--- src/rtl/fwd_scoreboard_unit_if.sv ---
// Operand-forwarding / hazard bus between the pipeline control and fwd_scoreboard_unit.
// The pipeline side uses the master modport; the unit itself uses the slave modport.
interface fwd_scoreboard_unit_if #(
  parameter int NREG = 32,
  parameter int NSRC = 2,
  parameter int NFWD = 2,
  parameter int LW   = 4
);
  localparam int AW = $clog2(NREG);
  localparam int SW = $clog2(NFWD + 1);

  logic                 flush;
  logic                 decValid;
  logic [NSRC*AW-1:0]   decAddr;
  logic [NSRC*AW-1:0]   exAddr;
  logic                 exLoad;
  logic [AW-1:0]        exRAddr;
  logic [NFWD-1:0]      stgWrite;
  logic [NFWD*AW-1:0]   stgAddr;
  logic                 mcIssue;
  logic [AW-1:0]        mcAddr;
  logic [LW-1:0]        mcLat;
  logic [NSRC*SW-1:0]   fwdSel;
  logic [NSRC-1:0]      decBypass;
  logic                 stall;
  logic [1:0]           stallCause;
  logic                 mcBusy;
  logic [15:0]          stallCount;

  modport master (
    output flush, decValid, decAddr, exAddr, exLoad, exRAddr,
           stgWrite, stgAddr, mcIssue, mcAddr, mcLat,
    input  fwdSel, decBypass, stall, stallCause, mcBusy, stallCount
  );

  modport slave (
    input  flush, decValid, decAddr, exAddr, exLoad, exRAddr,
           stgWrite, stgAddr, mcIssue, mcAddr, mcLat,
    output fwdSel, decBypass, stall, stallCause, mcBusy, stallCount
  );
endinterface

--- src/rtl/fwd_scoreboard_unit.sv ---
// Forwarding/hazard unit: youngest-stage operand forwarding, decode write-through bypass,
// load-use stall and a per-register countdown scoreboard for multi-cycle results.
module fwd_scoreboard_unit #(
  parameter int NREG = 32,
  parameter int NSRC = 2,
  parameter int NFWD = 2,
  parameter int LW   = 4
) (
  input logic            clock,
  input logic            reset,
  fwd_scoreboard_unit_if.slave bus
);
  localparam int AW = $clog2(NREG);
  localparam int SW = $clog2(NFWD + 1);

  typedef enum logic [1:0] {
    CauseNone      = 2'b00,
    CauseLoadUse   = 2'b01,
    CauseMcPending = 2'b10
  } causeT;

  logic [LW-1:0] cnt [NREG];
  logic          issueOk;
  logic          loadUse;
  logic          mcPending;
  logic          busyAny;
  logic [AW-1:0] srcEx;
  logic [AW-1:0] srcDec;
  logic [AW-1:0] stgA;
  logic [SW-1:0] sel;
  causeT         cause;

  assign issueOk = bus.mcIssue && !bus.flush && (bus.mcAddr != '0) && (bus.mcLat != '0);

  // A (re)issue reloads the counter and beats the same-cycle decrement.
  always_ff @(posedge clock) begin
    if (reset) begin
      for (int r = 0; r < NREG; r++) cnt[r] <= '0;
    end else begin
      for (int r = 0; r < NREG; r++) begin
        if (issueOk && (bus.mcAddr == AW'(r))) cnt[r] <= bus.mcLat;
        else if (cnt[r] != '0) cnt[r] <= cnt[r] - 1'b1;
      end
    end
  end

  always_ff @(posedge clock) begin
    if (reset) bus.stallCount <= '0;
    else if (bus.stall && !bus.flush && (bus.stallCount != 16'hFFFF))
      bus.stallCount <= bus.stallCount + 16'd1;
  end

  // Stages are scanned oldest to youngest so the youngest match is the last one written.
  always_comb begin
    bus.fwdSel    = '0;
    bus.decBypass = '0;
    loadUse       = 1'b0;
    mcPending     = 1'b0;
    srcEx         = '0;
    srcDec        = '0;
    stgA          = '0;
    sel           = '0;
    for (int s = 0; s < NSRC; s++) begin
      srcEx  = bus.exAddr[s*AW +: AW];
      srcDec = bus.decAddr[s*AW +: AW];
      sel    = '0;
      for (int k = NFWD - 1; k >= 0; k--) begin
        stgA = bus.stgAddr[k*AW +: AW];
        if (bus.stgWrite[k] && (stgA != '0) && (stgA == srcEx)) sel = SW'(k + 1);
      end
      bus.fwdSel[s*SW +: SW] = sel;
      stgA = bus.stgAddr[(NFWD-1)*AW +: AW];
      bus.decBypass[s] = bus.stgWrite[NFWD-1] && (stgA != '0) && (stgA == srcDec);
      if (bus.decValid && bus.exLoad && !bus.flush && (bus.exRAddr != '0) &&
          (bus.exRAddr == srcDec))
        loadUse = 1'b1;
      if (bus.decValid && (srcDec != '0) && (cnt[srcDec] != '0))
        mcPending = 1'b1;
    end
  end

  always_comb begin
    busyAny = 1'b0;
    for (int r = 0; r < NREG; r++) busyAny = busyAny | (cnt[r] != '0);
  end

  always_comb begin
    cause = CauseNone;
    if (mcPending) cause = CauseMcPending;
    else if (loadUse) cause = CauseLoadUse;
  end

  assign bus.stall      = loadUse | mcPending;
  assign bus.stallCause = cause;
  assign bus.mcBusy     = busyAny;
endmodule
--- src/flat_wrapper.sv ---
// flat-port wrapper written by rule: the top's interface ports become plain ports
module fwd_scoreboard_unit_flat 
#(
  parameter int NREG = 32,
  parameter int NSRC = 2,
  parameter int NFWD = 2,
  parameter int LW   = 4
)
  (clock, reset, bus_flush, bus_decValid, bus_decAddr, bus_exAddr, bus_exLoad, bus_exRAddr, bus_stgWrite, bus_stgAddr, bus_mcIssue, bus_mcAddr, bus_mcLat, bus_fwdSel, bus_decBypass, bus_stall, bus_stallCause, bus_mcBusy, bus_stallCount);
  fwd_scoreboard_unit_if #(.NREG(NREG), .NSRC(NSRC), .NFWD(NFWD), .LW(LW)) bus_i ();
  input logic clock;
  input logic reset;
  input wire logic [$bits(bus_i.flush)-1:0] bus_flush;
  input wire logic [$bits(bus_i.decValid)-1:0] bus_decValid;
  input wire logic [$bits(bus_i.decAddr)-1:0] bus_decAddr;
  input wire logic [$bits(bus_i.exAddr)-1:0] bus_exAddr;
  input wire logic [$bits(bus_i.exLoad)-1:0] bus_exLoad;
  input wire logic [$bits(bus_i.exRAddr)-1:0] bus_exRAddr;
  input wire logic [$bits(bus_i.stgWrite)-1:0] bus_stgWrite;
  input wire logic [$bits(bus_i.stgAddr)-1:0] bus_stgAddr;
  input wire logic [$bits(bus_i.mcIssue)-1:0] bus_mcIssue;
  input wire logic [$bits(bus_i.mcAddr)-1:0] bus_mcAddr;
  input wire logic [$bits(bus_i.mcLat)-1:0] bus_mcLat;
  output wire logic [$bits(bus_i.fwdSel)-1:0] bus_fwdSel;
  output wire logic [$bits(bus_i.decBypass)-1:0] bus_decBypass;
  output wire logic [$bits(bus_i.stall)-1:0] bus_stall;
  output wire logic [$bits(bus_i.stallCause)-1:0] bus_stallCause;
  output wire logic [$bits(bus_i.mcBusy)-1:0] bus_mcBusy;
  output wire logic [$bits(bus_i.stallCount)-1:0] bus_stallCount;
  assign bus_i.flush = bus_flush;
  assign bus_i.decValid = bus_decValid;
  assign bus_i.decAddr = bus_decAddr;
  assign bus_i.exAddr = bus_exAddr;
  assign bus_i.exLoad = bus_exLoad;
  assign bus_i.exRAddr = bus_exRAddr;
  assign bus_i.stgWrite = bus_stgWrite;
  assign bus_i.stgAddr = bus_stgAddr;
  assign bus_i.mcIssue = bus_mcIssue;
  assign bus_i.mcAddr = bus_mcAddr;
  assign bus_i.mcLat = bus_mcLat;
  assign bus_fwdSel = bus_i.fwdSel;
  assign bus_decBypass = bus_i.decBypass;
  assign bus_stall = bus_i.stall;
  assign bus_stallCause = bus_i.stallCause;
  assign bus_mcBusy = bus_i.mcBusy;
  assign bus_stallCount = bus_i.stallCount;
  fwd_scoreboard_unit #(.NREG(NREG), .NSRC(NSRC), .NFWD(NFWD), .LW(LW)) u_core (.clock(clock), .reset(reset), .bus(bus_i));
endmodule
--- config.mk ---
export PLATFORM = sky130hd
export DESIGN_NAME = fwd_scoreboard_unit_flat
export DESIGN_NICKNAME = d
export VERILOG_FILES = /design/src/rtl/fwd_scoreboard_unit_if.sv /design/src/rtl/fwd_scoreboard_unit.sv /design/src/flat_wrapper.sv
export SDC_FILE = /design/constraint.sdc
export NUM_CORES = 1
export LEC_CHECK = 0
export CAP_MARGIN = 20
export CORE_AREA = 10 10 205 149
export DETAILED_ROUTE_END_ITERATION = 10
export DIE_AREA = 0 0 215 159
export SLEW_MARGIN = 20
export SYNTH_ARGS = -nofsm -noshare
export SYNTH_HDL_FRONTEND = slang
export SYNTH_SLANG_ARGS = --single-unit
export TNS_END_PERCENT = 50
--- constraint.sdc ---
create_clock -name clock -period 3.5 [get_ports clock]
set_input_delay 0.875 -clock clock [delete_from_list [all_inputs] [get_ports clock]]
set_output_delay 0.875 -clock clock [all_outputs]
set_load 0.02 [all_outputs]
==> results of run 1 <==
==> synthesized netlist by cell type (14+ instances only) <==
cell type and count:
mux2i_1 36, edfxtp_1 128, a2111oi_0 16, nor3b_1 16, clkbuf_1 50, nor4_1 24, a211oi_1 33, nor2_1 212
or3_1 44, ha_1 39, dfxtp_1 16, xnor2_1 23, or4_1 22, nor3_1 103, xor2_1 23, a21oi_1 90
nand2_1 69, o21ai_0 26, o22ai_1 14, inv_1 88, nand3_1 30
==> layout make-up <==
class                           count  area, µm²
Antenna cell                        1       2.50
Clock buffer                       19        433
Clock inverter                     13        120
Fill cell                        2439      12300
Inverter                           90        340
Multi-Input combinational cell    934       5830
Sequential cell                   144       4160
Tap cell                          364        455
Timing Repair Buffer              348       2810
==> routing by layer <==
layer	global-route usage (%)	share of wire, %	vias up	wire [µm]
met5	0	0.040	-	13
met4	5.39	1.9	2	612
met3	3.96	6.5	38	2120
met2	28.2	43	313	14200
met1	26.4	49	4893	16000
li1	-	-	5099	-
==> repair_timing <==
action	in CTS	in global routing
pin swaps	8	6
buffers inserted	1	0
gates resized for setup	60	7
endpoints found under the hold margin	0	0
endpoints found under the setup margin	10	8
==> power groups by stage <==
stage	Combinational (mW)	Clock [mW]	Sequential (mW)
final	6.01	1.79	3.21
after global routing	6.68	1.89	3.30
after CTS	5.97	1.82	3.21
after detailed placement	5.85	0	3.23
after global placement	5.74	0	3.21
after floorplan	3.18	0	3.29
==> final timing paths <==
check,cells after the start,to
hold / removal,2,u_core.bus.stallCount[5]
setup / recovery,8,bus_stall
hold reg to reg,2,u_core.bus.stallCount[5]
setup reg to reg,11,u_core.bus.stallCount[1]
==> worst max-delay path: cells and delay by family <==
family,cells,cell delay [ps]
AND/OR/NAND/NOR,2,480
AO/OA/AOI/OAI,2,230
buffers and inverters,3,920
multiplexers,1,510
==> flip-flops by register name, indices dropped and copies added, names as in the netlist <==
signal / cells
u_core.bus.stallCount: 16
u_core.cnt: 128
==> per-stage QoR <==
step           TNS, ps  hold slack (ps)  utilization (%)  cells
4_1_cts          -1320              512             53.4   1912
3_5_place_dp     -9310              502             51.0   1879
2_1_floorplan        0              566                -   1229
3_3_place_gp     -8470              485             51.0   1879
5_1_grt          -1560              523             53.5   1912
6_report         -1090              512             53.5   1913
==> cells by family (layout without fill, tap and decap cells) <==
| kind of cell | after synthesis | count (layout) | share of synthesized area (%) |
|---|---|---|---|
| and+or+nand+nor | 578 | 578 | 27.2 |
| other | 0 | 1 | 0 |
| DFF | 144 | 144 | 39.8 |
| buffers and inverters | 151 | 470 | 5.63 |
| xor gates and xnor gates | 46 | 46 | 3.85 |
| adders and majority gates | 39 | 39 | 4.66 |
| muxes | 50 | 50 | 5.59 |
| AOI/OAI and AO/OA | 221 | 221 | 13.3 |
==> out/metrics.cfg, run 1 <==
[run_status]
outcome=finished with violations
failed_checks=negative setup slack

[power]
ir_worst_vdd_mv=0.431
p_int_mw=6.79
cellLeakagePower_nw=5.77
power.switching_mw=4.22
powerDensity_nw_per_um2=778
p_clk_share_pct=16.3
fin_total_pwr_mw=11.0
combPwrFrac_pct=54.5
swShare_pct=38.3
p_seq_share_pct=29.2

[floorplanning]
die-width_um=215
core-area_um2=26500
ios=78
initial_utilization_pct=39.6
die_y_um=159
fp-row-count=50
dieArea_um2=34200

[yosys]
yosysSeqAreaShare_pct=39.8
ys.flop_type=edfxtp_1
synthArstFlopShare_pct=0
synth-edff-count=128
synthTopCellsByArea=edfxtp_1 (37%), nor2_1 (7.6%), nor3_1 (4.9%)
synth_cell_type_count=58
synth_top_area_share_pct=36.7
synth_nets=1320
syn_area_um2=10500
syn_area_per_cell_um2=8.52
netlist_instances=1229
synth_top_area_cell=edfxtp_1
synth.yosys.warnings=0
synth_seq_cells=144

[critical_path]
cp_max_fo=9
endpoint_kind=output pin
slowest_stage=clkdlybuf4s50_1
crit_chain=clkdlybuf4s50_1 > buf_4 > mux4_2 > nand2_1 > o2bb2ai_1 > a21oi_2 > or3_1 > buf_6
cp-start-kind=input port
reg2reg_slack_ps=280
worstPathRequired_ps=2620
r2r-start=u_core.cnt[13][2]
crit_start=bus_decAddr[0]
cpPeakStageDelay_ps=570
crit_type=in2out
worstPathArrival_ps=3030

[final_layout]
drive_gt1_share_pct=22.9
nets=1626
most-common-layout-cells=buf_4 (271), nor2_1 (211), edfxtp_1 (128)
final_common_cell=buf_4
postLayoutCellArea_um2=14200
syn_to_final_growth_pct=35.3

[clocking]
clkLatencyLatePin_ps=440
clockBufferDepth=2
root_buffer=clkbuf_16
cts_made_buffers=17
path_clk_slew_ps=60
cts_max_level=4
cts.hold.buffers_added=0
cts.sinks=144
cts_tree=done

[hold_path]
hp-start=u_core.bus.stallCount[5]
hold_path.class=reg2reg

[sta]
rsz0062_at_grt=yes
postLayoutSetupSlackWorst_ps=-403
relSlewSlack_pct=43.4
skew_ps=7.90
final_max_slew_viol_count=0
worstMarginPinSlew_ps=849
min_period_ps=3900
hold_viol=0
setup_viol=4
fmax_mhz=256
finalCritPeriodShare_pct=112

[routing]
wirelength_mm=32.9
vias_per_cell=5.41
vias=10345
antenna_left=0
wl_per_cell_um=17.2
dr.pass1.iters=7
drt_first_iter_violations=808
drcViolationCount=0

[global_routing]
grt_overflow=0
antenna_found_initial=1
grt_pass1_wl_mm=52.0
grt_pass1_vias=9560
grt_max_degree=79
grt.total_usage_pct=18.7

[place]
place_area_um2=13500
place_ws_ps=-1160
gp_congestion=0.939
dp.final_hpwl_mm=24.5
io_buffer_count=77

[flow_run]
maxCapViolCount=0

Power figures use the tool's default switching activity.
==> inputs of run 2 (changes only) <==
--- a/config.mk
+++ b/config.mk
@@ -5,10 +5,10 @@
 export SDC_FILE = /design/constraint.sdc
 export NUM_CORES = 1
 export LEC_CHECK = 0
-export CAP_MARGIN = 20
 export CORE_AREA = 10 10 205 149
 export DETAILED_ROUTE_END_ITERATION = 10
 export DIE_AREA = 0 0 215 159
+export GPL_TIMING_DRIVEN = 0
 export SLEW_MARGIN = 20
 export SYNTH_ARGS = -nofsm -noshare
 export SYNTH_HDL_FRONTEND = slang
==> out/metrics.cfg, run 2 (synthesis results as in run 1) <==
[run_status]
outcome=finished with violations
failed_checks=negative setup slack

[final_layout]
largest_reg_flops=128
drive_gt1_share_pct=9.72
final_common_cell=nor2_1
reg_top3=u_core.cnt x128, u_core.bus.stallCount x16
most-common-layout-cells=nor2_1 (210), edfxtp_1 (128), nor3_1 (100)
instances_no_fill=1701
syn_to_final_growth_pct=18.6
nets=1416
largest_register=u_core.cnt
diodes=0

[hold_path]
hold_path.class=reg2reg
holdPathStages=2

[critical_path]
worstPathArrival_ps=3020
worstPathRequired_ps=2620
r2r-start=u_core.cnt[9][1]
cp-start-kind=register
rr_worst_depth=10
crit_type=reg2out
endpoint_kind=output pin
crit_start=u_core.cnt[9][1]
reg2reg_slack_ps=300
cp_max_fo=3
reg2reg_to=u_core.bus.stallCount[5]
crit_path_end=bus_stallCause[1]

[clocking]
root_buffer=clkbuf_16
clkLatencyLatePin_ps=440
path_clk_slew_ps=70
cts.hold.buffers_added=0
cts_tree=done
clockBufferDepth=2
cts.sinks=144
cts_made_buffers=17
cts_max_level=4

[floorplanning]
ios=78
dieArea_um2=34200
core-area_um2=26500
fp-row-count=50
initial_utilization_pct=39.6
die-width_um=215
die_y_um=159

[sta]
hold_viol=0
finalCritPeriodShare_pct=111
relSlewSlack_pct=35.5
setup_viol=4
fmax_mhz=257
fin_tns_setup_ps=-1190
final_max_slew_viol_count=0
skew_ps=13.6
min_period_ps=3890
postLayoutSetupSlackWorst_ps=-391
worstMarginPinSlew_ps=960
rsz0062_at_grt=yes

[power]
fin_total_pwr_mw=9.70
cellLeakagePower_nw=4.59
ir_worst_vdd_mv=0.425
powerDensity_nw_per_um2=781

[routing]
antenna_left=0
vias=9677
wl_per_cell_um=19.9
vias_per_cell=5.69
wirelength_mm=33.8
drcViolationCount=0
dr.pass1.iters=5
drt_first_iter_violations=893

[global_routing]
grt_max_degree=17
grt.total_usage_pct=19.3
grt_pass1_wl_mm=52.4
grt_overflow=0
grt_pass1_vias=8934
antenna_found_initial=1

[place]
place_ws_ps=-1470
dp.final_hpwl_mm=24.7
place_inst=1658
gp_congestion=0.887
io_buffer_count=65

[flow_run]
maxCapViolCount=0

run 2: cell types whose count changed in the layout (fill, tap and decap cells not counted), sizes merged, moves of 2 or more:
cell           delta
dlymetal6s2s      +2
clkinv            +2
clkbuf           +51
clkdlybuf4s50    -13
dlygate4sd2       +3
buf             -253
bufinv            -2
run 2: what timing repair did:
item                                    CTS  global route
pin swaps                                 9             4
gates cloned                              0             0
gates resized for setup                  85            26
buffers inserted                         10             2
endpoints found under the setup margin   39           127
run 2: metal layers:
metal	GRT usage (%)	part of all wire, %
met3	4.93	8.5
met5	0	0.038
met1	28.4	49
met4	5.23	1.9
met2	27.1	41
run 2: area by class of cell:
class	count	area, µm²
multi-input combinational	934	5920
fill	2557	14000
timing repair buffer	77	721
sequential	144	4160
inverter	90	342
clock inverter	13	91.3
tap	364	455
buffer	61	299
clock buffer	18	429
run 2: how the worst min path moves through the flow:
| stage | from | endpoint | slack (ps) |
|---|---|---|---|
| floorplan | u_core.bus.stallCount[8] | u_core.bus.stallCount[8] | 570 |
| global placement | u_core.bus.stallCount[8] | u_core.bus.stallCount[8] | 490 |
| detailed placement | u_core.bus.stallCount[8] | u_core.bus.stallCount[8] | 490 |
| CTS | u_core.bus.stallCount[8] | u_core.bus.stallCount[8] | 500 |
| global route | u_core.bus.stallCount[5] | u_core.bus.stallCount[5] | 530 |
| finish | u_core.bus.stallCount[8] | u_core.bus.stallCount[8] | 510 |
run 2: where the power goes:
group	total [mW]	internal (mW)	leakage, nW	switching (mW)
registers	3.49	2.82	1.56	0.672
logic	4.50	1.92	2.77	2.58
clock network	1.70	0.901	0.254	0.798
run 2: worst max-delay path: stages, from the launching register on:
cell      delay (ps)
edfxtp_1         420
or4_4            590
mux4_2           480
a22o_1           230
nor4b_2          240
nor3_2           100
or2_4            280
buf_6            120
buf_6            120
run 2: metrics by stage:
stage          util (%)  instance area (µm²)  hold WS, ps
6_report           46.9                12400          511
4_1_cts            46.6                12300          505
3_3_place_gp       43.8                11600          492
3_5_place_dp       43.8                11600          494
2_1_floorplan         -                10500          566
5_1_grt            46.9                12400          532
==> edit, RTL diff (flow settings as in run 1) <==
`NREG` is set to 32 in 3 places; all go to 16.
--- a/src/rtl/fwd_scoreboard_unit_if.sv
+++ b/src/rtl/fwd_scoreboard_unit_if.sv
@@ -1,7 +1,7 @@
 // Operand-forwarding / hazard bus between the pipeline control and fwd_scoreboard_unit.
 // The pipeline side uses the master modport; the unit itself uses the slave modport.
 interface fwd_scoreboard_unit_if #(
-  parameter int NREG = 32,
+  parameter int NREG = 16,
   parameter int NSRC = 2,
   parameter int NFWD = 2,
   parameter int LW   = 4
--- a/src/rtl/fwd_scoreboard_unit.sv
+++ b/src/rtl/fwd_scoreboard_unit.sv
@@ -1,7 +1,7 @@
 // Forwarding/hazard unit: youngest-stage operand forwarding, decode write-through bypass,
 // load-use stall and a per-register countdown scoreboard for multi-cycle results.
 module fwd_scoreboard_unit #(
-  parameter int NREG = 32,
+  parameter int NREG = 16,
   parameter int NSRC = 2,
   parameter int NFWD = 2,
   parameter int LW   = 4
--- a/src/flat_wrapper.sv
+++ b/src/flat_wrapper.sv
@@ -1,7 +1,7 @@
 // flat-port wrapper written by rule: the top's interface ports become plain ports
 module fwd_scoreboard_unit_flat 
 #(
-  parameter int NREG = 32,
+  parameter int NREG = 16,
   parameter int NSRC = 2,
   parameter int NFWD = 2,
   parameter int LW   = 4
Ports: changed (5 resized); port bits go from 78 to 70. The function was not compared with the original's and may differ.
==> edit against run 1 <==
- routed wire length is 46% lower
- largest cell class unchanged
- count of clock-buffer cells in the layout is 10 lower
- cell area is 44% lower
- via count is 47% lower
- sequential cell count is 64 lower
- setup slack better by 0.46 ns
- critical path type unchanged
- global-route usage is 8.9 points lower
- sequential power is 44% lower
- clock power is 44% lower
- total power is 51% lower
- register-to-register slack better by 0.23 ns
- synthesized area is 43% lower
==> edit: results (changes against run 1) <==
----------------------------------------------------
[Critical path]
  Worst reg2reg path depth ... 9 (was 11)
  R2R Setup Slk ... 0.51 ns (was 0.28 ns)
  Worst EP arrival ... 2.56 ns (was 3.03 ns)
  R2R Path End ... u_core.bus.stallCount[4] (was u_core.bus.stallCount[1])
  Worst-path fanout max ... 6 (was 9)

[Hold path]
  Endpoint, Worst Hold ... u_core.bus.stallCount[15] (was u_core.bus.stallCount[5])
  Start point of the worst min-delay path ... u_core.bus.stallCount[15] (was u_core.bus.stallCount[5])

[Cells and area]
  Share of post-route cells with drive strength above 1 ... 0.1552 (was 0.2287)
  Largest registers ... u_core.cnt x64, u_core.bus.stallCount x16 (was u_core.cnt x128, u_core.bus.stallCount x16)

[STA]
  Final worst clock skew ... 0.007563 ns (was 0.007897 ns)
  Worst-Margin Slew ... 0.6408 ns (was 0.8487 ns)

[Place]
  GP Congestion ... 0.8247 (was 0.9387)
  Number of buffers inserted by port buffering ... 69 (was 77)
  Hpwl dp ... 13,150 um (was 24,500 um)

[Yosys]
  Count of flip-flops with a built-in enable after synthesis ... 64 (was 128)
  Synthesized Nets ... 752 (was 1,320)
  Top area cells in the synthesized netlist ... sky130_fd_sc_hd__edfxtp_1 (32%), sky130_fd_sc_hd__nor2_1 (6.4%), sky130_fd_sc_hd__dfxtp_1 (5.4%) (was sky130_fd_sc_hd__edfxtp_1 (37%), sky130_fd_sc_hd__nor2_1 (7.6%), sky130_fd_sc_hd__nor3_1 (4.9%))
  Syn avg cell area ... 8.643 um^2 (was 8.518 um^2)
  Ranking of synthesized cells by instance count ... sky130_fd_sc_hd__nor2_1 (101), sky130_fd_sc_hd__edfxtp_1 (64), sky130_fd_sc_hd__nor3_1 (49) (was sky130_fd_sc_hd__nor2_1 (212), sky130_fd_sc_hd__edfxtp_1 (128), sky130_fd_sc_hd__nor3_1 (103))

[GRT]
  Vias in the first global route ... 5,059 (was 9,560)
  Wire length of the first global-routing pass ... 27,920 um (was 51,950 um)

[Outcome]
  Result of the run ... complete, no violations (was finished with violations)

[Clock network]
  CTS buffer count ... 9 (was 17)
  Worst-skew pair later-pin latency ... 0.34 ns (was 0.44 ns)
  Number of H-tree levels ... 3 (was 4)

[Route]
  Average detailed-routed wire length per instance ... 15.03 um (was 17.19 um)
  Pre-antenna DRT Iters ... 5 (was 7)

[Pwr]
  Leakage power figure ... 3.004 nW (was 5.772 nW)

----------------------------------------------------
-- edit: how the worst max path moves through the flow --
stage,cells past startpoint,slack (ns),to
floorplan,8,0.006,bus_stall
CTS,9,-0.03,bus_stall
finish,8,0.06,bus_stall
global route,8,-0.007,bus_stall
detailed placement,7,-0.80,bus_stall
global placement,7,-0.76,bus_stall
-- edit: cell type report --
cell class / count / area [um^2]
Antenna cell: 1 / 2.502
Fill cell: 2817 / 18570
Tap cell: 364 / 455.4
Sequential cell: 80 / 2242
Multi-Input combinational cell: 523 / 3415
Inverter: 46 / 175.2
Clock inverter: 6 / 85.08
Timing Repair Buffer: 148 / 1291
Clock buffer: 9 / 225.2
-- edit: cell families after synthesis --
logic type               share of synthesized area
flip-flops                                  0.3787
multiplexers                               0.05832
AND/OR/NAND/NOR                             0.2847
XOR/XNOR                                   0.05621
adder cells (fa/ha/maj)                    0.04861
AO/OA/AOI/OAI                               0.1186
buffers and inverters                      0.05494
-- edit: power breakdown --
| group | internal [mW] | total [mW] | switching (mW) |
|---|---|---|---|
| combinational | 1.26 | 2.62 | 1.36 |
| sequential | 1.50 | 1.81 | 0.310 |
| clock | 0.618 | 1.01 | 0.389 |
-- edit: metrics by stage --
| stage | power (mW) | instance area, um^2 | hold slack (ns) | setup WS (ns) |
|---|---|---|---|---|
| 4_1_cts | 5.420 | 7843 | 0.5085 | -0.03170 |
| 5_1_grt | 5.862 | 7889 | 0.5334 | -0.007244 |
| 3_3_place_gp | 4.325 | 7510 | 0.4936 | -0.7581 |
| 6_report | 5.435 | 7891 | 0.5078 | 0.06111 |
| 2_1_floorplan | 3.395 | 5923 | 0.5632 | 0.006153 |
| 3_5_place_dp | 4.370 | 7510 | 0.4987 | -0.8021 |
-- edit: worst max-delay path: stages --
cell and delay [ns]:
sky130_fd_sc_hd__dlygate4sd2_1 0.31, sky130_fd_sc_hd__and3b_1 0.21, sky130_fd_sc_hd__a222oi_1 0.21, sky130_fd_sc_hd__o2bb2ai_1 0.11
sky130_fd_sc_hd__or4_4 0.45, sky130_fd_sc_hd__o211a_4 0.21, sky130_fd_sc_hd__inv_4 0.05, sky130_fd_sc_hd__buf_4 0.13
-- edit: per-layer routing --
| metal | part of all wire | vias up | routed length [um] | global-route usage |
|---|---|---|---|---|
| met3 | 0.064 | 8 | 1137 | 0.02313 |
| met2 | 0.40 | 158 | 7090 | 0.1371 |
| met4 | 0.0084 | 0 | 149 | 0.02107 |
| li1 | - | 2756 | - | - |
| met1 | 0.53 | 2602 | 9310 | 0.1488 |
| met5 | 0 | - | 0 | 0 |
-- edit: repair_timing --
action / in CTS / in global routing
setup buffers: 0 / 1
setup endpoints to repair: 8 / 8
cloned: 0 / 0
pin swaps: 0 / 2
gates resized for setup: 32 / 16
